===== config.mk =====
export PLATFORM = sky130hd
export DESIGN_NAME = send_scheduler_flat
export DESIGN_NICKNAME = d
export VERILOG_FILES = /design/src/rtl/data_send_pkg.sv /design/src/rtl/send_scheduler_if.sv /design/src/rtl/rr_arbiter.sv /design/src/rtl/send_scheduler.sv /design/src/flat_wrapper.sv
export SDC_FILE = /design/constraint.sdc
export NUM_CORES = 1
export LEC_CHECK = 0
export CAP_MARGIN = 10
export CORE_MARGIN = 1.5
export CORE_UTILIZATION = 47
export DETAILED_ROUTE_END_ITERATION = 8
export PLACE_DENSITY = 0.81
export SLEW_MARGIN = 10
export SYNTH_ARGS = -nofsm -noshare
export SYNTH_HDL_FRONTEND = slang
export SYNTH_SLANG_ARGS = --single-unit

===== constraint.sdc =====
create_clock -name clk -period 3.15 [get_ports clk]
set_clock_uncertainty 0.2 [all_clocks]
set_input_delay 0.945 -clock clk [delete_from_list [all_inputs] [get_ports clk]]
set_output_delay 0.945 -clock clk [all_outputs]
set_load 0.005 [all_outputs]

===== src/rtl/data_send_pkg.sv =====
// -----------------------------------------------------------------------------
// data_send_pkg
// Shared definitions for the data-send scheduling slice.
//   DEF_DATA_W : default word width, matches the datapath din width
//   state_t    : scheduler FSM encoding (S_IDLE, S_LOAD, S_SEND, S_WAIT, S_GAP)
//   idx_width  : bits needed to hold an index into n requesters (minimum 1)
// -----------------------------------------------------------------------------
package data_send_pkg;

    localparam int DEF_DATA_W = 4;

    typedef enum logic [2:0] {
        S_IDLE = 3'd0,
        S_LOAD = 3'd1,
        S_SEND = 3'd2,
        S_WAIT = 3'd3,
        S_GAP  = 3'd4
    } state_t;

    function automatic int idx_width(input int n);
        return (n > 1) ? $clog2(n) : 1;
    endfunction

endpackage


===== src/rtl/send_scheduler_if.sv =====
// -----------------------------------------------------------------------------
// send_scheduler_if
// Bundles the requester side and the datapath side of the send scheduler.
//   req      : level request per requester, held until ack
//   req_data : word of requester i at [i*DATA_W +: DATA_W]
//   hold     : pauses send strobes
//   dout_vld : output-valid returned by the datapath
//   din      : word to the datapath, valid while load=1
//   load     : one-cycle load pulse
//   send     : send strobe
//   ack      : one-hot acknowledge, coincident with load
//   busy     : scheduler not idle
//   err      : sticky timeout flag
//   tx_cnt   : words completed with dout_vld, wraps at 255
// Modports: slave = the scheduler, master = requesters/datapath around it.
// -----------------------------------------------------------------------------
interface send_scheduler_if
    import data_send_pkg::*;
#(
    parameter int NUM_REQ = 4,
    parameter int DATA_W  = DEF_DATA_W
);

    logic [NUM_REQ-1:0]        req;
    logic [NUM_REQ*DATA_W-1:0] req_data;
    logic                      hold;
    logic                      dout_vld;
    logic [DATA_W-1:0]         din;
    logic                      load;
    logic                      send;
    logic [NUM_REQ-1:0]        ack;
    logic                      busy;
    logic                      err;
    logic [7:0]                tx_cnt;

    modport slave (
        input  req, req_data, hold, dout_vld,
        output din, load, send, ack, busy, err, tx_cnt
    );

    modport master (
        output req, req_data, hold, dout_vld,
        input  din, load, send, ack, busy, err, tx_cnt
    );

endinterface


===== src/rtl/rr_arbiter.sv =====
// -----------------------------------------------------------------------------
// rr_arbiter
// Combinational round-robin pick: first set request bit searching upward from
// last_grant+1, wrapping modulo NUM_REQ. last_grant itself is checked last, so
// a lone requester can be granted back-to-back.
//   req        in  NUM_REQ  request vector
//   last_grant in  GW       index of the previously granted requester
//   grant      out NUM_REQ  one-hot grant (all zero when req is zero)
//   grant_idx  out GW       binary index of grant (0 when req is zero)
// -----------------------------------------------------------------------------
module rr_arbiter #(
    parameter int NUM_REQ = 4,
    parameter int GW      = 2
) (
    input  logic [NUM_REQ-1:0] req,
    input  logic [GW-1:0]      last_grant,
    output logic [NUM_REQ-1:0] grant,
    output logic [GW-1:0]      grant_idx
);

    // NOTE: every signal written in this block gets a default before any
    // conditional assignment; a path that leaves one unassigned infers a latch.
    always_comb begin
        logic          found;
        logic [GW-1:0] idx;
        grant     = '0;
        grant_idx = '0;
        found     = 1'b0;
        idx       = '0;
        for (int i = 1; i <= NUM_REQ; i++) begin
            idx = GW'((int'(last_grant) + i) % NUM_REQ);
            if (!found && req[idx]) begin
                found      = 1'b1;
                grant[idx] = 1'b1;
                grant_idx  = idx;
            end
        end
    end

endmodule


===== src/rtl/send_scheduler.sv =====
// -----------------------------------------------------------------------------
// send_scheduler
// Round-robin scheduler sharing one load/send datapath among NUM_REQ
// requesters. Per word: grant in IDLE, one load pulse, SEND_CYC counted send
// strobes, wait for dout_vld (or time out after TIMEOUT cycles), one gap cycle.
//   clk  in  rising-edge clock
//   rst  in  asynchronous, active-high reset
//   bus  send_scheduler_if.slave (requests, datapath pins, status)
// Every output is a flop whose next value is decoded from the current state,
// so outputs trail the state register by one cycle: a request seen by IDLE
// shows up as load two cycles after it rises.
// -----------------------------------------------------------------------------
module send_scheduler
    import data_send_pkg::*;
#(
    parameter int NUM_REQ  = 4,
    parameter int DATA_W   = DEF_DATA_W,
    parameter int SEND_CYC = 4,
    parameter int TIMEOUT  = 16
) (
    input  logic              clk,
    input  logic              rst,
    send_scheduler_if.slave   bus
);

    localparam int GW  = idx_width(NUM_REQ);
    localparam int SCW = $clog2(SEND_CYC + 1);
    localparam int TW  = $clog2(TIMEOUT + 1);

    // ---------------- state and bookkeeping registers ----------------
    state_t             state_q;
    state_t             state_d;
    logic [GW-1:0]      last_grant_q;
    logic [GW-1:0]      grant_idx_q;
    logic [NUM_REQ-1:0] grant_oh_q;
    logic [DATA_W-1:0]  word_q;
    logic [SCW-1:0]     send_cnt_q;
    logic [TW-1:0]      timer_q;

    // ---------------- arbitration ----------------
    logic [NUM_REQ-1:0] arb_grant;
    logic [GW-1:0]      arb_idx;
    logic [DATA_W-1:0]  word_sel;

    rr_arbiter #(
        .NUM_REQ (NUM_REQ),
        .GW      (GW)
    ) u_arb (
        .req        (bus.req),
        .last_grant (last_grant_q),
        .grant      (arb_grant),
        .grant_idx  (arb_idx)
    );

    always_comb begin
        word_sel = '0;
        for (int i = 0; i < NUM_REQ; i++) begin
            if (arb_grant[i]) word_sel = bus.req_data[i*DATA_W +: DATA_W];
        end
    end

    // ---------------- decoded conditions ----------------
    logic send_done;
    logic wait_timeout;

    // Last counted send cycle: SEND is left on the edge that counts it.
    assign send_done    = (state_q == S_SEND) && !bus.hold
                          && (send_cnt_q == SCW'(SEND_CYC - 1));
    assign wait_timeout = (state_q == S_WAIT) && !bus.dout_vld
                          && (timer_q == TW'(TIMEOUT - 1));

    // ---------------- FSM: state register ----------------
    // NOTE: sequential state uses non-blocking assignments so every flop
    // samples pre-edge values regardless of process evaluation order.
    always_ff @(posedge clk or posedge rst) begin
        if (rst) state_q <= S_IDLE;
        else     state_q <= state_d;
    end

    // ---------------- FSM: next-state logic ----------------
    always_comb begin
        state_d = state_q;
        unique case (state_q)
            S_IDLE:  if (|bus.req) state_d = S_LOAD;
            S_LOAD:  state_d = S_SEND;
            S_SEND:  if (send_done) state_d = S_WAIT;
            S_WAIT:  if (bus.dout_vld || wait_timeout) state_d = S_GAP;
            S_GAP:   state_d = S_IDLE;
            default: state_d = S_IDLE;
        endcase
    end

    // ---------------- FSM: output logic (next output values) ----------------
    logic [DATA_W-1:0]  din_d;
    logic               load_d;
    logic               send_d;
    logic [NUM_REQ-1:0] ack_d;
    logic               busy_d;

    always_comb begin
        din_d  = bus.din;
        load_d = 1'b0;
        send_d = 1'b0;
        ack_d  = '0;
        busy_d = (state_q != S_IDLE);
        unique case (state_q)
            S_LOAD: begin
                din_d  = word_q;
                load_d = 1'b1;
                ack_d  = grant_oh_q;
            end
            S_SEND:  send_d = !bus.hold;
            default: ;
        endcase
    end

    always_ff @(posedge clk or posedge rst) begin
        if (rst) begin
            bus.din  <= '0;
            bus.load <= 1'b0;
            bus.send <= 1'b0;
            bus.ack  <= '0;
            bus.busy <= 1'b0;
        end else begin
            bus.din  <= din_d;
            bus.load <= load_d;
            bus.send <= send_d;
            bus.ack  <= ack_d;
            bus.busy <= busy_d;
        end
    end

    // ---------------- grant latch and round-robin pointer ----------------
    // The word is captured together with the grant, so a requester dropping
    // req after IDLE has decided still gets its word sent.
    always_ff @(posedge clk or posedge rst) begin
        if (rst) begin
            grant_oh_q   <= '0;
            grant_idx_q  <= '0;
            word_q       <= '0;
            last_grant_q <= GW'(NUM_REQ - 1);
        end else begin
            if (state_q == S_IDLE && |bus.req) begin
                grant_oh_q  <= arb_grant;
                grant_idx_q <= arb_idx;
                word_q      <= word_sel;
            end
            if (state_q == S_LOAD) last_grant_q <= grant_idx_q;
        end
    end

    // ---------------- send counter ----------------
    // Only cycles that actually strobe send are counted, so hold merely
    // stretches SEND without losing or repeating a cycle.
    always_ff @(posedge clk or posedge rst) begin
        if (rst) begin
            send_cnt_q <= '0;
        end else if (state_q == S_LOAD) begin
            send_cnt_q <= '0;
        end else if (state_q == S_SEND && !bus.hold) begin
            send_cnt_q <= send_cnt_q + 1'b1;
        end
    end

    // ---------------- WAIT_VLD timer ----------------
    always_ff @(posedge clk or posedge rst) begin
        if (rst) begin
            timer_q <= '0;
        end else if (state_q == S_WAIT) begin
            timer_q <= timer_q + 1'b1;
        end else begin
            timer_q <= '0;
        end
    end

    // ---------------- status: sticky error and word counter ----------------
    // dout_vld outside WAIT is ignored; tx_cnt wraps naturally at 8 bits.
    always_ff @(posedge clk or posedge rst) begin
        if (rst) begin
            bus.err    <= 1'b0;
            bus.tx_cnt <= '0;
        end else begin
            if (wait_timeout) bus.err <= 1'b1;
            if (state_q == S_WAIT && bus.dout_vld) bus.tx_cnt <= bus.tx_cnt + 8'd1;
        end
    end

endmodule


===== src/flat_wrapper.sv =====
// flat-port wrapper written by rule: the top's interface ports become plain ports
module send_scheduler_flat import data_send_pkg::*;
#(
    parameter int NUM_REQ  = 4,
    parameter int DATA_W   = DEF_DATA_W,
    parameter int SEND_CYC = 4,
    parameter int TIMEOUT  = 16
)
  (clk, rst, bus_req, bus_req_data, bus_hold, bus_dout_vld, bus_din, bus_load, bus_send, bus_ack, bus_busy, bus_err, bus_tx_cnt);
  send_scheduler_if #(.NUM_REQ(NUM_REQ), .DATA_W(DATA_W)) bus_i ();
  input  logic clk;
  input  logic rst;
  input wire logic [$bits(bus_i.req)-1:0] bus_req;
  input wire logic [$bits(bus_i.req_data)-1:0] bus_req_data;
  input wire logic [$bits(bus_i.hold)-1:0] bus_hold;
  input wire logic [$bits(bus_i.dout_vld)-1:0] bus_dout_vld;
  output wire logic [$bits(bus_i.din)-1:0] bus_din;
  output wire logic [$bits(bus_i.load)-1:0] bus_load;
  output wire logic [$bits(bus_i.send)-1:0] bus_send;
  output wire logic [$bits(bus_i.ack)-1:0] bus_ack;
  output wire logic [$bits(bus_i.busy)-1:0] bus_busy;
  output wire logic [$bits(bus_i.err)-1:0] bus_err;
  output wire logic [$bits(bus_i.tx_cnt)-1:0] bus_tx_cnt;
  assign bus_i.req = bus_req;
  assign bus_i.req_data = bus_req_data;
  assign bus_i.hold = bus_hold;
  assign bus_i.dout_vld = bus_dout_vld;
  assign bus_din = bus_i.din;
  assign bus_load = bus_i.load;
  assign bus_send = bus_i.send;
  assign bus_ack = bus_i.ack;
  assign bus_busy = bus_i.busy;
  assign bus_err = bus_i.err;
  assign bus_tx_cnt = bus_i.tx_cnt;
  send_scheduler #(.NUM_REQ(NUM_REQ), .DATA_W(DATA_W), .SEND_CYC(SEND_CYC), .TIMEOUT(TIMEOUT)) u_core (.clk(clk), .rst(rst), .bus(bus_i));
endmodule

==> impl_metrics.json <==
{
  "antenna_found_initial": 0,
  "synth_area_leaders": "dfrtp_1 45%, ha_1 7.1%, nand2_1 5.1%",
  "numCtsBuffers": 5,
  "path_clk_slew_ps": 80,
  "setup_viol": 0,
  "critPathArrivalTime_ps": 2960,
  "yosysTopAreaCell": "dfrtp_1",
  "peakVddDrop_mv": 0.473,
  "dp_hpwl_um": 3410,
  "synth-edff-count": 0,
  "finalInstanceArea_um2": 3080,
  "syn_area_um2": 2300,
  "rsz0062_at_grt": "no",
  "fin_cells": 355,
  "antenna_cells": 0,
  "clock.fmax_mhz": 335,
  "fin_crit_sh_pct": 94.9,
  "critPathCaptureType": "flip-flop",
  "worstMarginPinSlew_ps": 523,
  "leakagePower_nw": 1.42,
  "grt_overflow": 0,
  "cp-start-kind": "flip-flop",
  "area_growth_pct": 34.0,
  "h-tree-depth": 2,
  "place_congestion": 0.934,
  "drive_gt1_share_pct": 20.5,
  "die_area_um2": 5320,
  "power_density_nw_per_um2": 851,
  "grt_pass1_vias": 1705,
  "cts.sinks": 43,
  "synthFlopType": "dfrtp_1",
  "vias_per_cell": 5.21,
  "die_h_um": 72.9,
  "initial_core_util_pct": 48.7,
  "synth_nets": 257,
  "syn-mean-instance-area_um2": 10.4,
  "syn_inst": 220,
  "synth_top_area_share_pct": 44.6,
  "die_w_um": 72.9,
  "min_path_type": "flip-flop to flip-flop",
  "slew_viol_final": 0,
  "wl_per_cell_um": 13.0,
  "place_ws_ps": -355,
  "placed_area_um2": 2940,
  "numPortBuffers": 43,
  "ys_ff_latch": 43,
  "path_max_fanout": 7,
  "grt_max_degree": 44,
  "first_iter_violations": 96,
  "async_reset_ff_share_pct": 100,
  "period_needed_ps": 2990,
  "ios": 44,
  "maxCapViolCount": 0,
  "drc": 0,
  "insertion_delay_ps": 290,
  "layout_setup_ws_ps": 161,
  "status": "completed",
  "track_usage_pct": 18.6,
  "vias": 1851,
  "power_mw": 2.62,
  "grt_pass1_wl_um": 7600,
  "criticalPathCategory": "flip-flop to flip-flop",
  "max-slew-margin-rel_pct": 65.1,
  "cts_root_buf": "clkbuf_8",
  "row_count": 25,
  "core-area_um2": 4720,
  "wirelength_um": 4600,
  "place_inst": 346,
  "ys_seq_area_share_pct": 46.9,
  "cts_buffer_depth": 2,
  "cp_data_required_time_ps": 3120,
  "hold_buffers": 0,
  "hold_viol_final": 0,
  "synth_cell_type_count": 44,
  "ant_nets": 0,
  "synth_warnings": 0,
  "fin_nets": 324,
  "cts_tree": "built",
  "firstDrtPassIters": 4
}
final cells by class:
| cell class | count | area [µm²] |
|---|---|---|
| Clock buffer | 8 | 100 |
| Fill cell | 372 | 1640 |
| Inverter | 12 | 45.0 |
| Multi-Input combinational cell | 160 | 1170 |
| Sequential cell | 43 | 1080 |
| Tap cell | 67 | 83.8 |
| Timing Repair Buffer | 65 | 602 |
layer usage:
metal / part of all wire [%] / track usage [%]
met1: 44 / 23.2
met2: 49 / 30.9
met3: 4.0 / 3.87
met4: 2.3 / 8.81
met5: 0 / 0
per-stage QoR:
| stage | hold WS, ps | TNS [ps] | utilization, % |
|---|---|---|---|
| floorplan | 233 | 0 | - |
| global placement | 243 | -1180 | 62.3 |
| detailed placement | 255 | -1450 | 62.3 |
| CTS | 271 | 0 | 64.9 |
| global route | 292 | 0 | 65.2 |
| finish | 265 | 0 | 65.2 |
report_power, final:
group          internal, mW  total (mW)  switching [mW]
logic                 0.723        1.39           0.671
registers             0.737       0.855           0.118
clock network         0.200       0.372           0.172
total                  1.66        2.62           0.961
state kept, by name (all words and copies together), names as in the netlist, 3 cells and up:
register	flops
u_core.grant_oh_q	4
u_core.bus.din	4
u_core.word_q	4
u_core.bus.tx_cnt	8
u_core.state_q	3
u_core.timer_q	5
u_core.send_cnt_q	3
u_core.bus.ack	4
synth_stat cells (4+ instances only):
library cell and instances:
a21oi_1 6, nand2_1 31, o31ai_1 4, xor2_1 4, xnor2_1 5, mux2_2 8, o21ai_0 15, nor2_1 15
clkbuf_1 4, nand3_1 4, ha_1 13, and2_1 5, mux4_2 4, dfrtp_1 41, inv_1 12, a221o_1 5
worst paths after layout:
| kind | from | endpoint | slack [ps] | depth (start not counted) |
|---|---|---|---|---|
| hold / removal | u_core.timer_q[0] | u_core.timer_q[0] | 270 | 1 |
| setup reg to reg | u_core.last_grant_q[0] | u_core.word_q[0] | 160 | 8 |
| min in group asynchronous | rst | u_core.bus.tx_cnt[5] | 880 | 3 |
| max in group asynchronous | rst | u_core.last_grant_q[0] | 1490 | 3 |
| setup / recovery | u_core.last_grant_q[0] | u_core.word_q[0] | 160 | 8 |
| hold reg to reg | u_core.timer_q[0] | u_core.timer_q[0] | 270 | 1 |
worst max-delay path: stages (launching register included):
cell and delay [ps]:
dfstp_2 540, inv_1 90, ha_1 440, mux2_2 370, o22ai_1 320, a32o_1 320
or2_4 200, o31ai_2 70, a221o_1 330
cell usage in the layout, fill, tap and decap left out, drive strengths merged, types with 4 or more instances in the layout:
cell type / instances
mux4: 4
or2: 5
nor3: 4
nand2: 31
nor2b: 4
a21oi: 6
xnor2: 5
clkbuf: 8
nand3: 4
xor2: 4
and2: 5
ha: 13
buf: 22
mux2: 8
nor3b: 4
o31ai: 4
inv: 12
dfrtp: 41
a221o: 5
nor2: 15
o21ai: 16
clkdlybuf4s50: 39
what timing repair did:
item / in CTS / in global routing
endpoints found under the setup margin: 4 / 4
endpoints found under the hold margin: 0 / 0
gates resized for setup: 4 / 8
buffers inserted: 1 / 0
pin swaps: 0 / 0
kinds of logic (layout without fill, tap and decap cells):
family | count (synthesis) | in the layout | share of synthesized area [%]
xor gates and xnor gates | 9 | 9 | 3.43
buffers and inverters | 17 | 85 | 3.10
muxes | 12 | 12 | 7.84
DFF | 43 | 43 | 46.9
and+or+nand+nor | 81 | 81 | 18.1
AOI/OAI and AO/OA | 45 | 45 | 13.6
adders and majority gates | 13 | 13 | 7.08
No activity file was read; power rests on OpenSTA's default activity.
==> variant, RTL diff (config.mk and constraints unchanged) <==
Reset style: synchronous (`rst`), changed in 6 clocked blocks. Comments in the files are not updated.
--- a/src/rtl/send_scheduler.sv
+++ b/src/rtl/send_scheduler.sv
@@ -73,5 +73,5 @@
     // NOTE: sequential state uses non-blocking assignments so every flop
     // samples pre-edge values regardless of process evaluation order.
-    always_ff @(posedge clk or posedge rst) begin
+    always_ff @(posedge clk) begin
         if (rst) state_q <= S_IDLE;
         else     state_q <= state_d;
@@ -115,5 +115,5 @@
     end
 
-    always_ff @(posedge clk or posedge rst) begin
+    always_ff @(posedge clk) begin
         if (rst) begin
             bus.din  <= '0;
@@ -134,5 +134,5 @@
     // The word is captured together with the grant, so a requester dropping
     // req after IDLE has decided still gets its word sent.
-    always_ff @(posedge clk or posedge rst) begin
+    always_ff @(posedge clk) begin
         if (rst) begin
             grant_oh_q   <= '0;
@@ -153,5 +153,5 @@
     // Only cycles that actually strobe send are counted, so hold merely
     // stretches SEND without losing or repeating a cycle.
-    always_ff @(posedge clk or posedge rst) begin
+    always_ff @(posedge clk) begin
         if (rst) begin
             send_cnt_q <= '0;
@@ -164,5 +164,5 @@
 
     // ---------------- WAIT_VLD timer ----------------
-    always_ff @(posedge clk or posedge rst) begin
+    always_ff @(posedge clk) begin
         if (rst) begin
             timer_q <= '0;
@@ -176,5 +176,5 @@
     // ---------------- status: sticky error and word counter ----------------
     // dout_vld outside WAIT is ignored; tx_cnt wraps naturally at 8 bits.
-    always_ff @(posedge clk or posedge rst) begin
+    always_ff @(posedge clk) begin
         if (rst) begin
             bus.err    <= 1'b0;
Check against the original RTL: differs if rst is asserted again (counterexample within 4 cycles, from zero or initial values and one cycle with rst high); with rst held inactive, the same outputs for 10 cycles.
==> variant against the unedited design <==
Cell area increased by 5.0%. Maximum frequency fell by 0.70%. Setup slack lost 0.021 ns. Worst hold slack got worse by 0.011 ns. Critical endpoint is now u_core.word_q[1]. Area after synthesis is 1.5% higher. Wire length rose by 22%. Die area is 1.4% higher. Utilization up 2.8 points. Synthesized cell count rose by 14%. Sequential cell count did not move.
Power is not compared: it rests on default switching activity, and its combinational part moved more than twofold at a synthesized area within 25%.
==> variant: results (changes against the unedited design) <==
The run finished with clean final reports. The tools report the instance count after placement with tap cells included as 371 (+7.2%). In the post-synthesis netlist, the biggest area contributors are sky130_fd_sc_hd__dfxtp_1, sky130_fd_sc_hd__ha_1, sky130_fd_sc_hd__nor2_1.

The HPWL reported at the end of detailed placement is 4.11 mm (+21%). The number of nets produced by synthesis was 287 (+12%). Among cell families on the critical path, the largest total delay comes from compound AO/OA/AOI/OAI gates.

The number of distinct library cells after synthesis is 51 (+16%). The routed via count is 2105 (+14%). The logs give 0.35 ns (+0.19 ns) for the worst setup slack for register-to-register paths and 0.254 ns (-0.0115 ns) for the final hold slack. For this run, the leading register cell type out of synthesis is sky130_fd_sc_hd__dfxtp_1. Clock-pin transition on the worst setup and hold timing paths: 0.08 ns (about the same). The tightest min-delay check is of the reg -> reg type. Overall fraction of global-route tracks in use: 21.7% (+3.1 points). The share of the synthesized area in the top cell type works out to 36.9% (-7.7 points). The critical-path maximum fanout is 8 (+1). The number of global-route vias before repair is 2042 (+20%). For this design, the slowest cell found on the critical path is sky130_fd_sc_hd__mux4_2.

The sequential-to-total area share from yosys stat is 36.9% (-10 points). The fill cell instance count of the final layout was 374 (+0.54%). For the total number of nets in the final design, the log shows 355 (+9.6%). The arrival time of the worst setup path was 3.01 ns (+0.05 ns). The run gives -0.481 ns (-0.126 ns) as the pre-CTS setup slack. The maximum number of pins on one net before global-route repair was 16 (-64%); the worst-margin pin slew was 0.585 ns (+0.0615 ns). The initial detailed-routing violation count was 74 (-23%); the global placer's final weighted congestion was 0.886 (-5.2%). Wire length of the first global-routing pass: 9.06 mm (+19%). The synthesized area per cell works out to 9.33 um2 (-11%). The final routed wire length divided by cell count is 14.5 um (+12%). Of all cell types, the one taking the most synthesized area is sky130_fd_sc_hd__dfxtp_1. The final standard cell count with taps included and fillers excluded is 386 (+8.7%). The number of antenna repair diodes came out at 0 (unchanged).
variant: cell types whose count changed after synthesis, moves of 7 or more:
cell | before | now
sky130_fd_sc_hd__mux2_2 | 8 | 1
sky130_fd_sc_hd__nor2_1 | 15 | 39
sky130_fd_sc_hd__nand2_1 | 31 | 12
sky130_fd_sc_hd__o21ai_0 | 15 | 4
sky130_fd_sc_hd__dfrtp_1 | 41 | 0
sky130_fd_sc_hd__a221oi_1 | 0 | 7
sky130_fd_sc_hd__dfxtp_1 | 0 | 43
variant: path summary, 6_finish.rpt:
kind,start,endpoint,depth (start not counted)
worst max-delay path,bus_req[0],u_core.word_q[1],8
worst max register to register,u_core.last_grant_q[1],u_core.word_q[2],9
worst min register to register,u_core.timer_q[0],u_core.timer_q[0],1
worst min-delay path,u_core.timer_q[0],u_core.timer_q[0],1
variant: layout make-up:
cell class | count | area share, %
clock inverters | 2 | 0.503
repair buffers | 76 | 21.4
inverters | 12 | 1.39
well taps | 67 | 2.59
multi-input cells | 180 | 44.9
clock buffers | 6 | 2.56
flip-flops and latches | 43 | 26.6
variant: through the flow:
step / utilization [%] / TNS [ns] / total power [mW]
finish: 68.0 / 0 / 1.66
global route: 68.0 / 0 / 1.75
CTS: 67.5 / -0.0179 / 1.66
detailed placement: 62.2 / -2.76 / 1.21
global placement: 62.2 / -2.11 / 1.18
floorplan: - / 0 / 1.01
variant: cells by family (layout without fill, tap and decap cells):
kind of cell	Yosys count	in the layout	share of synthesized area, %
compound gates	56	56	21.2
simple gates	93	93	20.1
xor+xnor	10	10	3.76
fa+ha+maj	13	13	6.97
mux	8	8	5.10
buf+inv	27	96	6.01
flops	43	43	36.9
variant: report_power, final:
group	internal, mW	switching, mW
Clock	0.179	0.196
Combinational	0.329	0.318
Sequential	0.597	0.0419
variant: per-layer routing:
layer / part of all wire [%] / track usage [%]
met2: 53 / 41.3
met5: 0 / 0
met1: 41 / 22.6
met4: 1.4 / 8.23
met3: 3.8 / 5.21
variant: timing repair:
action                                  in CTS  in global routing
cloned                                       0                  0
pin swaps                                   14                  6
resized for setup                           29                  4
endpoints found under the setup margin       5                  5
buffers inserted                             7                  0
endpoints found under the hold margin        0                  0
